File: src/rtl/araddr_fifo_sched.sv
// Two-requester read-command splitter that feeds AXI-style burst descriptors to an address FIFO.
// Optional per-requester burst counters are enabled with ARADDR_SCHED_STAT_EN.
module araddr_fifo_sched #(
    parameter int ADDR_WIDTH  = 28,
    parameter int BEATS_WIDTH = 16,
    parameter int MAX_BURST   = 16,
    parameter int BEAT_BYTES  = 32
) (
    input  logic                    clk,
    input  logic                    rst_n,
    input  logic                    cmd0_valid,
    input  logic                    cmd1_valid,
    output logic                    cmd0_ready,
    output logic                    cmd1_ready,
    input  logic [ADDR_WIDTH-1:0]   cmd0_addr,
    input  logic [ADDR_WIDTH-1:0]   cmd1_addr,
    input  logic [BEATS_WIDTH-1:0]  cmd0_beats,
    input  logic [BEATS_WIDTH-1:0]  cmd1_beats,
    output logic                    fifo_wr_en,
    output logic [ADDR_WIDTH+8:0]   fifo_wr_data,
    input  logic                    fifo_wr_full,
    output logic                    busy,
    output logic                    grant_id
`ifdef ARADDR_SCHED_STAT_EN
    ,
    output logic [15:0]             stat_bursts0,
    output logic [15:0]             stat_bursts1
`endif
);

    typedef enum logic {IDLE, ISSUE} state_e;

    localparam int BW = (BEATS_WIDTH > 9) ? BEATS_WIDTH : 9;
    localparam int SH = $clog2(BEAT_BYTES);

    state_e                  state_q, state_d;
    logic                    gid_q, gid_d;
    logic                    pri_q, pri_d;
    logic [ADDR_WIDTH-1:0]   addr_q, addr_d;
    logic [BEATS_WIDTH-1:0]  rem_q, rem_d;

    logic                    grant;
    logic [BW-1:0]           rem_x;
    logic [BW-1:0]           burst;
    logic [BW+SH-1:0]        step;

    always_comb begin
        rem_x        = BW'(rem_q);
        burst        = (rem_x < BW'(MAX_BURST)) ? rem_x : BW'(MAX_BURST);
        step         = (BW+SH)'(burst) << SH;
        state_d      = state_q;
        gid_d        = gid_q;
        pri_d        = pri_q;
        addr_d       = addr_q;
        rem_d        = rem_q;
        grant        = 1'b0;
        cmd0_ready   = 1'b0;
        cmd1_ready   = 1'b0;
        fifo_wr_en   = 1'b0;
        fifo_wr_data = '0;
        unique case (state_q)
            IDLE: begin
                if (cmd0_valid || cmd1_valid) begin
                    // pri_q names the requester that wins a tie
                    grant      = (cmd0_valid && cmd1_valid) ? pri_q : cmd1_valid;
                    cmd0_ready = !grant;
                    cmd1_ready = grant;
                    gid_d      = grant;
                    pri_d      = !grant;
                    addr_d     = grant ? cmd1_addr : cmd0_addr;
                    rem_d      = grant ? cmd1_beats : cmd0_beats;
                    state_d    = ISSUE;
                end
            end
            ISSUE: begin
                if (rem_q == '0) begin
                    state_d = IDLE;
                end else if (!fifo_wr_full) begin
                    fifo_wr_en   = 1'b1;
                    fifo_wr_data = {gid_q, addr_q, 8'(burst - BW'(1))};
                    addr_d       = addr_q + ADDR_WIDTH'(step);
                    rem_d        = rem_q - BEATS_WIDTH'(burst);
                    if (rem_x == burst) state_d = IDLE;
                end
            end
        endcase
    end

    always_ff @(posedge clk or negedge rst_n) begin
        if (!rst_n) begin
            state_q <= IDLE;
            gid_q   <= 1'b0;
            pri_q   <= 1'b0;
            addr_q  <= '0;
            rem_q   <= '0;
        end else begin
            state_q <= state_d;
            gid_q   <= gid_d;
            pri_q   <= pri_d;
            addr_q  <= addr_d;
            rem_q   <= rem_d;
        end
    end

    assign busy     = (state_q == ISSUE);
    assign grant_id = gid_q;

`ifdef ARADDR_SCHED_STAT_EN
    logic [15:0] st0_q, st0_d;
    logic [15:0] st1_q, st1_d;

    always_comb begin
        st0_d = st0_q;
        st1_d = st1_q;
        if (fifo_wr_en && !gid_q && st0_q != 16'hFFFF) st0_d = st0_q + 16'd1;
        if (fifo_wr_en && gid_q && st1_q != 16'hFFFF) st1_d = st1_q + 16'd1;
    end

    always_ff @(posedge clk or negedge rst_n) begin
        if (!rst_n) begin
            st0_q <= '0;
            st1_q <= '0;
        end else begin
            st0_q <= st0_d;
            st1_q <= st1_d;
        end
    end

    assign stat_bursts0 = st0_q;
    assign stat_bursts1 = st1_q;
`endif

endmodule

File: config.mk
export PLATFORM = sky130hd
export DESIGN_NAME = araddr_fifo_sched
export DESIGN_NICKNAME = d
export VERILOG_FILES = /design/src/rtl/araddr_fifo_sched.sv
export SDC_FILE = /design/constraint.sdc
export NUM_CORES = 1
export LEC_CHECK = 0
export ABC_AREA = 1
export CORE_MARGIN = 2
export CORE_UTILIZATION = 48
export CTS_CLUSTER_DIAMETER = 40
export CTS_CLUSTER_SIZE = 14
export DETAILED_ROUTE_END_ITERATION = 6
export PLACE_DENSITY = 0.84
export SLEW_MARGIN = 20
export SYNTH_ARGS = -nofsm -noshare
export SYNTH_HDL_FRONTEND = slang
export SYNTH_SLANG_ARGS = --single-unit
export TNS_END_PERCENT = 100
File: constraint.sdc
create_clock -name clk -period 3.4 [get_ports clk]
set_input_delay 0.68 -clock clk [delete_from_list [all_inputs] [get_ports clk]]
set_output_delay 0.68 -clock clk [all_outputs]
set_load 0.1 [all_outputs]
* Word-level counts from Yosys, hierarchy flattened *
Index checks and enable logic that the tools add are counted.

cells by class
  add/sub/neg operators = 3
  multiply operators = 0
  divide/modulo/power cells = 0
  $lt $le $gt $ge = 1
  equality and inequality tests = 4
  shift-type cells = 0
  mux-type cells = 27
  bitwise gates (word level) = 1
  reductions and logical operators = 6

operator list
  kind                   count
  $mux W28               4
  $mux W37               3
  $mux W16               5
  $pmux W28 S2           1
  $pmux W16 S2           1
  $add A28 B21 Y28       1
  $eq A16 B16 Y1         1
  $logic_not A16 Y1      1
  $lt A16 B5 Y1 const B  1
  $sub A16 B16 Y16       1
  $mux W1                12
  $sub A8 B1 Y8 const B  1
  $ne A2 B2 Y1 const B   3
  $reduce_and A3 Y1      1
  $pmux W1 S2            1
  $reduce_and A2 Y1      1
  $logic_and A1 B1 Y1    1
  $logic_not A1 Y1       1
  $logic_or A1 B1 Y1     1
  $not A1 Y1             1

word-level totals
  register bits after elaboration = 47
  latch bits = 0
  RAM bits = 0
  ROM bits = 0
  bits of input ports = 93
  logic and storage cells = 47
  memories kept = 0

* Depth between registers and ports, before layout *
Gate-level depths: netlist of the first run.

  depth in word-level cells = 7
  depth in mapped cells = 19
  mapped depth without buffers = 18

* Worst setup path before layout of the first run *
No wires, ideal clock.

  path type = reg-to-output
  from = register rem_q[12]
  to = output port fifo_wr_data[4]
  data arrival time = 2.921 ns
  required time = 2.720 ns
  slack = -0.201 ns
  stages on the path, launching flop included = 12
  buffers on the path = 1
  cell sequence = dfrtp_1 > nor2_2 > nand2_1 > nor2_2 > nand2_2 > buf_6 > nor2_1 > inv_1 > ha_1 > inv_1 > nand2_1 > a21oi_1

between the ends
  word-level cells in the longest chain between the ends = 6

ends and longest elaborated chain
  element                 line  source
  start, declared         40    logic [BEATS_WIDTH-1:0] rem_q, rem_d;
  start signal, assigned  101   rem_q <= rem_d;
  $lt A16 B5 Y1           49    burst = (rem_x < BW'(MAX_BURST)) ? rem_x : BW'(MAX_BURST);
  $mux W16                49
  $sub A8 B1 Y8           80    fifo_wr_data = {gid_q, addr_q, 8'(burst - BW'(1))};
  $mux W37                78    end else if (!fifo_wr_full) begin
  $mux W37 (*)            76    if (rem_q == '0) begin
  $mux W37 (*)            61    unique case (state_q)
  end, declared           20    output logic [ADDR_WIDTH+8:0] fifo_wr_data,

Every way passes the cells marked *; elsewhere a longest branch is shown, timed or not.

* Final worst setup path of the first run *
  from = register rem_q[5]
  to = output port fifo_wr_data[0]

The elaborated chain is that of the path after synthesis.

==> flow_summary.toml, run 1 <==
[global_route]
grt_max_degree = 44
track_usage = 0.293
grt_pass1_wl_mm = 23.8
antenna_found_initial = 0
grt_overflow = 0
grt_pass1_vias = 5207

[placed_design]
post-place-ws_ns = 0.268
place_congestion = 0.906
placedCellCount = 941
dp_hpwl_mm = 10.9
io_buffer_count = 132

[timing]
setup_slack_ns = 0.358
finalSetupViolCount = 0
timing.fmax_mhz = 329
grt_setup_unrepaired = "no"
final-hold-violation-count = 0
finalCritPeriodShare = 0.895
min_period_ns = 3.04
drv_slew = 0
clock_skew_ns = 0.0164
relSlewSlack = 0.355
tightestPinTransition_ns = 0.965

[yosys]
yosys_most_used_dff = "dfrtp_1"
yosys-top-cells-area = "dfrtp_1, nor2_1, nand2_1"
syn_area_per_cell_um2 = 6.11
synth_top_area_frac = 0.271
async_flop_share = 1.00
yosysWarningCount = 0
synth_cell_types = 38
synth_edf_count = 0
seq_area_frac_synth = 0.271
synthesis.area_um2 = 4340
synth_common_cells = "nor2_1, nand2_1, inv_1, o21ai_0"
ys_ff_latch = 47
yosysMostFrequentCell = "nor2_1"
synthCells = 710
synth_top_cell_by_area = "dfrtp_1"

[clock_tree]
clockBufferDepth = 2
worstSkewPairLatency_ns = 0.31
htreeDepth = 2
cts_setup_buffers = 0
cts_tree = "done"
clock_sinks = 47
cts-buffers-inserted = 5
root_buffer = "clkbuf_8"
clkSlewWorstSetupHoldPaths_ns = 0.11
postCtsHoldBufs = 0

[power_and_ir_drop]
power_frac_comb = 0.684
switching_share = 0.545
power_leakage_uw = 0.00297
p_int_uw = 1980
seqPwrFrac = 0.233
switchingPower_uw = 2370
power.density_nw_per_um2 = 700
ir_drop_v = 0.000369
clkPwrFrac = 0.083

[layout]
antennaDiodeCount = 0
seqCellArea_um2 = 1180
layout-drive-gt1-share = 0.0904
syn_to_final_growth_pct = 43.2
nets = 952
layoutNonFillerInstCount = 949
multiInputGateArea_um2 = 2740
nFillCells = 735

[worst_setup_path]
crit_type = "reg -> out"
end_kind = "output pin"
critPathLaunchType = "flip-flop"
worstPathMaxFanout = 37
arrival_ns = 2.36
required_ns = 2.72

[run_status]
status = "finished clean"

[floorplan]
design.portCount = 135
rows = 34
die_y_um = 99.1
die_area_um2 = 9810
core_um2 = 8720
die-width_um = 99.1
initial_core_util = 0.497

[run]
maxCapViolations = 0

[routing]
vias = 5151
wire_per_inst_um = 14.8
wirelength_mm = 14.1
drcViolationCount = 0
drt_first_iter_violations = 224
ant_nets = 0
routed_via_density = 5.43
first_pass_iters = 5

[min_path]
hold_path_class = "in -> async"
[through the flow]
stage          TNS [ns]  instance area (um2)  power [uW]  hold slack [ns]  utilization
2_1_floorplan     -1.04                 4390        3040            0.384            -
3_3_place_gp          0                 6120        3870            0.496        0.702
3_5_place_dp          0                 6120        3920            0.495        0.702
4_1_cts               0                 6210        4280            0.426        0.712
5_1_grt               0                 6210        4690            0.455        0.712
6_report              0                 6210        4350            0.394        0.712
[layout by cell type, fill, tap and decap left out, drive strengths merged, types with 9 or more instances in the layout]
master         count
dfrtp             47
a31oi             10
nand2            137
nand3             48
nor2             170
o21ai             70
buf               50
inv               81
clkdlybuf4s50     92
a21oi             45
ha                18
nand4              9
conb              14
[critical path, stage by stage, from the launching register on]
cell	delay (ns)
dfrtp_1	0.41
inv_1	0.12
nand3_1	0.10
inv_1	0.05
nand2_2	0.21
nor2_2	0.08
nand2_2	0.10
nand3_4	0.38
nor2_1	0.38
buf_12	0.22
[flip-flops by register name, indices dropped and copies added, names as in the netlist]
name      flops
pri_q         1
busy          1
addr_q       28
grant_id      1
rem_q        16
[power by group through the flow]
stage | combinational (uW) | sequential, uW | clock, uW
floorplan | 2060 | 986 | 0
detailed placement | 2900 | 1020 | 0
global route | 3260 | 1050 | 378
global placement | 2860 | 1010 | 0
finish | 2970 | 1010 | 361
CTS | 2910 | 1010 | 359
[layout make-up]
class,instances,area share
multi-input cells,562,0.441
repair buffers,142,0.285
flip-flops and latches,47,0.189
inverters,82,0.0495
well taps,108,0.0218
clock buffers,6,0.0117
clock inverters,2,0.00201
[metal layers]
| layer | vias to the layer above | track usage | part of all wire | routed length [um] |
|---|---|---|---|---|
| li1 | 2541 | - | - | - |
| met1 | 2413 | 0.366 | 0.42 | 5970 |
| met2 | 176 | 0.526 | 0.50 | 7020 |
| met3 | 21 | 0.0433 | 0.059 | 833 |
| met4 | 0 | 0.0790 | 0.019 | 264 |
| met5 | - | 0 | 0 | 0 |
[kinds of logic (layout without fill, tap and decap cells)]
kind of cell               after synthesis  count (layout)  share of synthesized area
AOI/OAI and AO/OA                      150             150                      0.191
xor gates and xnor gates                 8               8                     0.0162
adders and majority gates               19              19                     0.0566
buffers and inverters                  113             232                      0.110
DFF                                     47              47                      0.271
other                                    2              14                    0.00173
and+or+nand+nor                        371             371                      0.353
[timing repair]
| item | 4_1_cts | 5_1_grt |
|---|---|---|
| resized for setup | 0 | 2 |
| hold endpoints to repair | 0 | 0 |
| endpoints found under the setup margin | 0 | 5 |
[final timing paths]
path / startpoint / end / slack [ns] / cells after the start
min in group clk: rem_q[7]$_DFFE_PN0P_ / rem_q[7]$_DFFE_PN0P_ / 0.53 / 2
max reg2reg: rem_q[12]$_DFFE_PN0P_ / addr_q[25]$_DFFE_PN0P_ / 0.41 / 17
min: rst_n / addr_q[20]$_DFFE_PN0P_ / 0.39 / 1
min reg2reg: rem_q[7]$_DFFE_PN0P_ / rem_q[7]$_DFFE_PN0P_ / 0.53 / 2
max: rem_q[5]$_DFFE_PN0P_ / fifo_wr_data[0] / 0.36 / 9
max in group asynchronous: rst_n / addr_q[21]$_DFFE_PN0P_ / 2.23 / 2
(Power assumes the default switching activity.)
==> inputs of run 2 (changes only) <==
CORE_UTILIZATION = 43   (was 48)
PLACE_DENSITY = 0.8   (was 0.84)
clock period = 2.6 ns   (was 3.4 ns; I/O delays follow)
==> run 2 against run 1 <==
The run now ends with negative setup slack left; setup slack got worse by 0.40 ns; die area up 11%; final cell count increased by 6.7%; flip-flop and latch count did not move; global-route usage is 1.5 points lower; sequential power increased by 29%; sequential share of layout area is 2.2 points lower; register-to-register slack got worse by 0.39 ns; utilization rose by 0.96 points; design area increased by 14%; power up 46%; largest power group unchanged; highest routed layer unchanged.
==> flow_summary.toml, run 2 (same netlist as run 1, synthesis figures left out) <==
[worst_setup_path]
end_kind = "output pin"
worstPathMaxFanout = 8
critPathLaunchType = "flip-flop"
required_ns = 2.08
r2r_setup_slack_ns = 0.02
crit_type = "reg -> out"
arrival_ns = 2.12

[global_route]
grt_use_met1 = 0.345
antenna_found_initial = 0
grtUsageMet3 = 0.0464
busiest_layer = "met2"
grt_pass1_wl_mm = 25.0
grt_pass1_vias = 5234
gr-usage-met2 = 0.491
grt_overflow = 0
grt_max_degree = 44
track_usage = 0.278

[power_and_ir_drop]
clkPwrFrac = 0.085
seqPwrFrac = 0.204
power.density_nw_per_um2 = 902
switchingPower_uw = 3440
p_int_uw = 2920
switching_share = 0.541
ir_drop_v = 0.000475
power_frac_comb = 0.711
power_leakage_uw = 0.00324

[run_status]
violations = "negative setup slack"
status = "finished, violations left"

[routing]
routed_via_density = 5.29
wire_per_inst_um = 15.6
drcViolationCount = 0
ant_nets = 0
vias = 5361
drt_first_iter_violations = 345
first_pass_iters = 5
wirelength_mm = 15.8

[layout]
syn_to_final_growth_pct = 62.7
layout-drive-gt1-share = 0.210
nFillCells = 790
top_register = "addr_q"
antennaDiodeCount = 0
final_cell_mix = "nor2_1, nand2_1, clkdlybuf4s50_1, inv_1, o21ai_0"
nets = 991
top_regs = "addr_q x28, rem_q x16"
largest_register_ffs = 28
final_common_cell = "nor2_1"

[floorplan]
core_um2 = 9770
die_area_um2 = 10900
die_y_um = 104
rows = 36
initial_core_util = 0.444
die-width_um = 104
design.portCount = 135

[clock_tree]
cts_tree = "done"
root_buffer = "clkbuf_8"
clkSlewWorstSetupHoldPaths_ns = 0.13
worstSkewPairLatency_ns = 0.34
clockBufferDepth = 2
clock_sinks = 47
cts-buffers-inserted = 5
htreeDepth = 2

[placed_design]
post-place-ws_ns = -0.0963
dp_hpwl_mm = 11.8
io_buffer_count = 132
place_congestion = 0.944

[run]
maxCapViolations = 0

[min_path]
hold_path_class = "in -> async"

[timing]
whs_ns = 0.00785
finalSetupViolCount = 17
drv_slew = 0
finalCritPeriodShare = 1.01
setup_slack_ns = -0.0380
min_period_ns = 2.64
clock_skew_ns = 0.0236
timing.fmax_mhz = 379
grt_setup_unrepaired = "yes"
final-hold-violation-count = 0
run 2: worst paths after layout:
check,from,to,depth (start not counted)
hold reg to reg,rem_q[3]$_DFFE_PN0P_,rem_q[3]$_DFFE_PN0P_,2
setup reg to reg,rem_q[15]$_DFFE_PN0P_,addr_q[23]$_DFFE_PN0P_,17
max in group asynchronous,rst_n,addr_q[19]$_DFFE_PN0P_,2
hold / removal,rst_n,addr_q[1]$_DFFE_PN0P_,1
min in group clk,rem_q[3]$_DFFE_PN0P_,rem_q[3]$_DFFE_PN0P_,2
setup / recovery,rem_q[15]$_DFFE_PN0P_,fifo_wr_data[32],10
run 2: area by class of cell:
class / instances / area (um2) / area share
Tap cell: 133 / 166 / 0.0236
Clock buffer: 5 / 68.8 / 0.00975
Multi-Input combinational cell: 562 / 3160 / 0.448
Clock inverter: 3 / 31.3 / 0.00443
Inverter: 82 / 317 / 0.0449
Timing Repair Buffer: 181 / 2140 / 0.303
Sequential cell: 47 / 1180 / 0.167
run 2: power groups by stage:
stage	sequential [uW]	combinational, uW	clock, uW
final	1300	4530	539
after global routing	1340	4890	559
after CTS	1300	4240	535
after detailed placement	1300	4180	0
after global placement	1280	4100	0
after floorplan	1290	2890	0
run 2: critical path, stage by stage, from the launching register on:
cell and delay [ns]:
dfrtp_1 0.41, nor2_2 0.13, nand2_1 0.10, nor2_4 0.13
nand2_4 0.10, nor2_2 0.15, nand2_2 0.11, nand3_4 0.20
clkbuf_16 0.25, nor2_4 0.05, buf_12 0.16
run 2: metrics by stage:
step | util | cell area (um2) | power [uW] | cells | TNS, ns
4_1_cts | 0.698 | 6820 | 6070 | 1003 | -0.0296
2_1_floorplan | - | 4650 | 4180 | 722 | -0.313
5_1_grt | 0.722 | 7060 | 6790 | 1013 | -5.88
3_3_place_gp | 0.677 | 6620 | 5380 | 991 | 0
6_report | 0.722 | 7060 | 6370 | 1013 | -0.428
3_5_place_dp | 0.677 | 6620 | 5490 | 991 | -0.440
run 2: timing repair:
action	in CTS	in global routing
endpoints found under the hold margin	0	0
pin swaps	5	10
setup endpoints to repair	43	55
gates cloned	0	2
resized for setup	18	32
buffers inserted	4	8
hold buffers	0	0
run 2: per-layer routing:
| metal | routed length, um | vias to the layer above |
|---|---|---|
| met5 | 0 | - |
| met3 | 911 | 33 |
| met2 | 7780 | 210 |
| met1 | 6770 | 2497 |
| li1 | - | 2621 |
| met4 | 342 | 0 |
==> inputs of run 3 (changes only) <==
TNS_END_PERCENT = 30   (was 100)
==> run 3 against run 2 <==
The flow still finishes with violations (negative setup slack); via count grew 2.2%; setup slack worse by 0.025 ns; power up 0.61%; global-route usage increased by 0.98 points; final cell count is 0.69% higher; sequential power barely moved; critical endpoint is now addr_q[26]$_DFFE_PN0P_.
==> flow_summary.toml, run 3 (same netlist as run 1, synthesis figures left out) <==
[run_status]
status = "finished, violations left"
violations = "negative setup slack"

[floorplan]
design.portCount = 135
die_y_um = 104
core_um2 = 9770
die_area_um2 = 10900
rows = 36
initial_core_util = 0.444
die-width_um = 104

[worst_setup_path]
crit_type = "reg -> reg"
startpoint = "rem_q[8]$_DFFE_PN0P_"
arrival_ns = 2.90
worstPathMaxFanout = 6
critPathLaunchType = "flip-flop"
r2r_setup_slack_ns = -0.06
end_kind = "flip-flop"
rr_startpoint = "rem_q[8]$_DFFE_PN0P_"
required_ns = 2.83

[run]
maxCapViolations = 0

[timing]
finalCritPeriodShare = 1.02
tightestPinTransition_ns = 0.526
setup_slack_ns = -0.0628
drv_slew = 0
timing.fmax_mhz = 376
whs_ns = 0.0780
fin_setup_tns_ns = -0.816
clock_skew_ns = 0.0149
finalSetupViolCount = 37
grt_setup_unrepaired = "yes"
final-hold-violation-count = 0
relSlewSlack = 0.645
min_period_ns = 2.66

[clock_tree]
root_buffer = "clkbuf_8"
worstSkewPairLatency_ns = 0.31
cts-buffers-inserted = 5
cts_tree = "done"
clockBufferDepth = 2
clock_sinks = 47
htreeDepth = 2
postCtsHoldBufs = 0
clkSlewWorstSetupHoldPaths_ns = 0.11

[placed_design]
place_congestion = 0.980
io_buffer_count = 132
placed_cell_area_um2 = 6630
dp_hpwl_mm = 11.9

[global_route]
track_usage = 0.287
grt_overflow = 0
grt_pass1_wl_mm = 25.7
antenna_found_initial = 0
grt_pass1_vias = 5404
grt_max_degree = 56

[layout]
largest_register_ffs = 28
top_register = "addr_q"
final_common_cell = "nor2_1"
final_cell_mix = "nor2_1, nand2_1, clkdlybuf4s50_1, inv_1, o21ai_0"
layout-drive-gt1-share = 0.220
nets = 998
post-route-util = 0.734
nFillCells = 764
top_regs = "addr_q x28, rem_q x16"
antennaDiodeCount = 0
final_cell_area_um2 = 7170
syn_to_final_growth_pct = 65.4

[routing]
first_pass_iters = 6
drt_first_iter_violations = 423
vias = 5477
wire_per_inst_um = 16.2
ant_nets = 0
drcViolationCount = 0
routed_via_density = 5.37
wirelength_mm = 16.5

[min_path]
hold_path_class = "in -> async"

[power_and_ir_drop]
power.density_nw_per_um2 = 893
power_leakage_uw = 0.00329
switchingPower_uw = 3470
power_frac_comb = 0.723
p_int_uw = 2940
ir_drop_v = 0.000377
switching_share = 0.541
clkPwrFrac = 0.074
seqPwrFrac = 0.203
-- run 3: worst max-delay path, cell delays in order, from the launching register on --
cell and delay [ns]:
dfrtp_1 0.40, nor2_2 0.14, nand2_2 0.09, nor2_4 0.13, nand2_4 0.10, buf_8 0.15
nor2_4 0.09, ha_1 0.28, a21oi_1 0.21, nand2_1 0.16, nand2_1 0.12, nand2_2 0.10
nand2_2 0.07, nand2_2 0.07, nand2_2 0.07, nand2_1 0.06, nand3b_1 0.10, nand3_2 0.08
a21oi_2 0.15
-- run 3: routing by layer --
| layer | track usage | part of all wire |
|---|---|---|
| met1 | 0.362 | 0.41 |
| met2 | 0.504 | 0.50 |
| met3 | 0.0414 | 0.056 |
| met4 | 0.0927 | 0.034 |
| met5 | 0 | 0 |
-- run 3: area by class of cell --
class                      instances  area (um2)  area share
tap                              133         166      0.0232
multi-input combinational        562        3180       0.443
clock inverter                     2        17.5     0.00244
sequential                        47        1180       0.164
timing repair buffer             188        2250       0.313
clock buffer                       6        72.6      0.0101
inverter                          82         317      0.0441
-- run 3: through the flow --
stage	std cells	setup slack, ns	total power, uW
final	1020	-0.0628	6400
after global routing	1020	-0.280	6840
after CTS	1010	-0.0485	6080
after detailed placement	995	-0.179	5500
after global placement	995	0.0100	5400
after floorplan	722	-0.183	4180
-- run 3: what timing repair did --
item	4_1_cts	5_1_grt
hold endpoints to repair	0	0
cloned	1	0
pin swaps	3	22
setup buffers	6	10
endpoints found under the setup margin	46	54
gates resized for setup	24	49
-- run 3: power groups by stage --
stage	clock network (uW)	registers [uW]	logic, uW
floorplan	0	1290	2890
global placement	0	1270	4130
detailed placement	0	1290	4210
CTS	481	1280	4320
global route	507	1330	5000
finish	473	1300	4630
-- run 3: worst paths after layout --
path,end,cells past startpoint
min in group clk,pri_q$_DFFE_PN0P_,2
max,addr_q[26]$_DFFE_PN0P_,18
max reg2reg,addr_q[26]$_DFFE_PN0P_,18
min reg2reg,pri_q$_DFFE_PN0P_,2
max in group asynchronous,addr_q[25]$_DFFE_PN0P_,2
min,grant_id$_DFFE_PN0P_,1
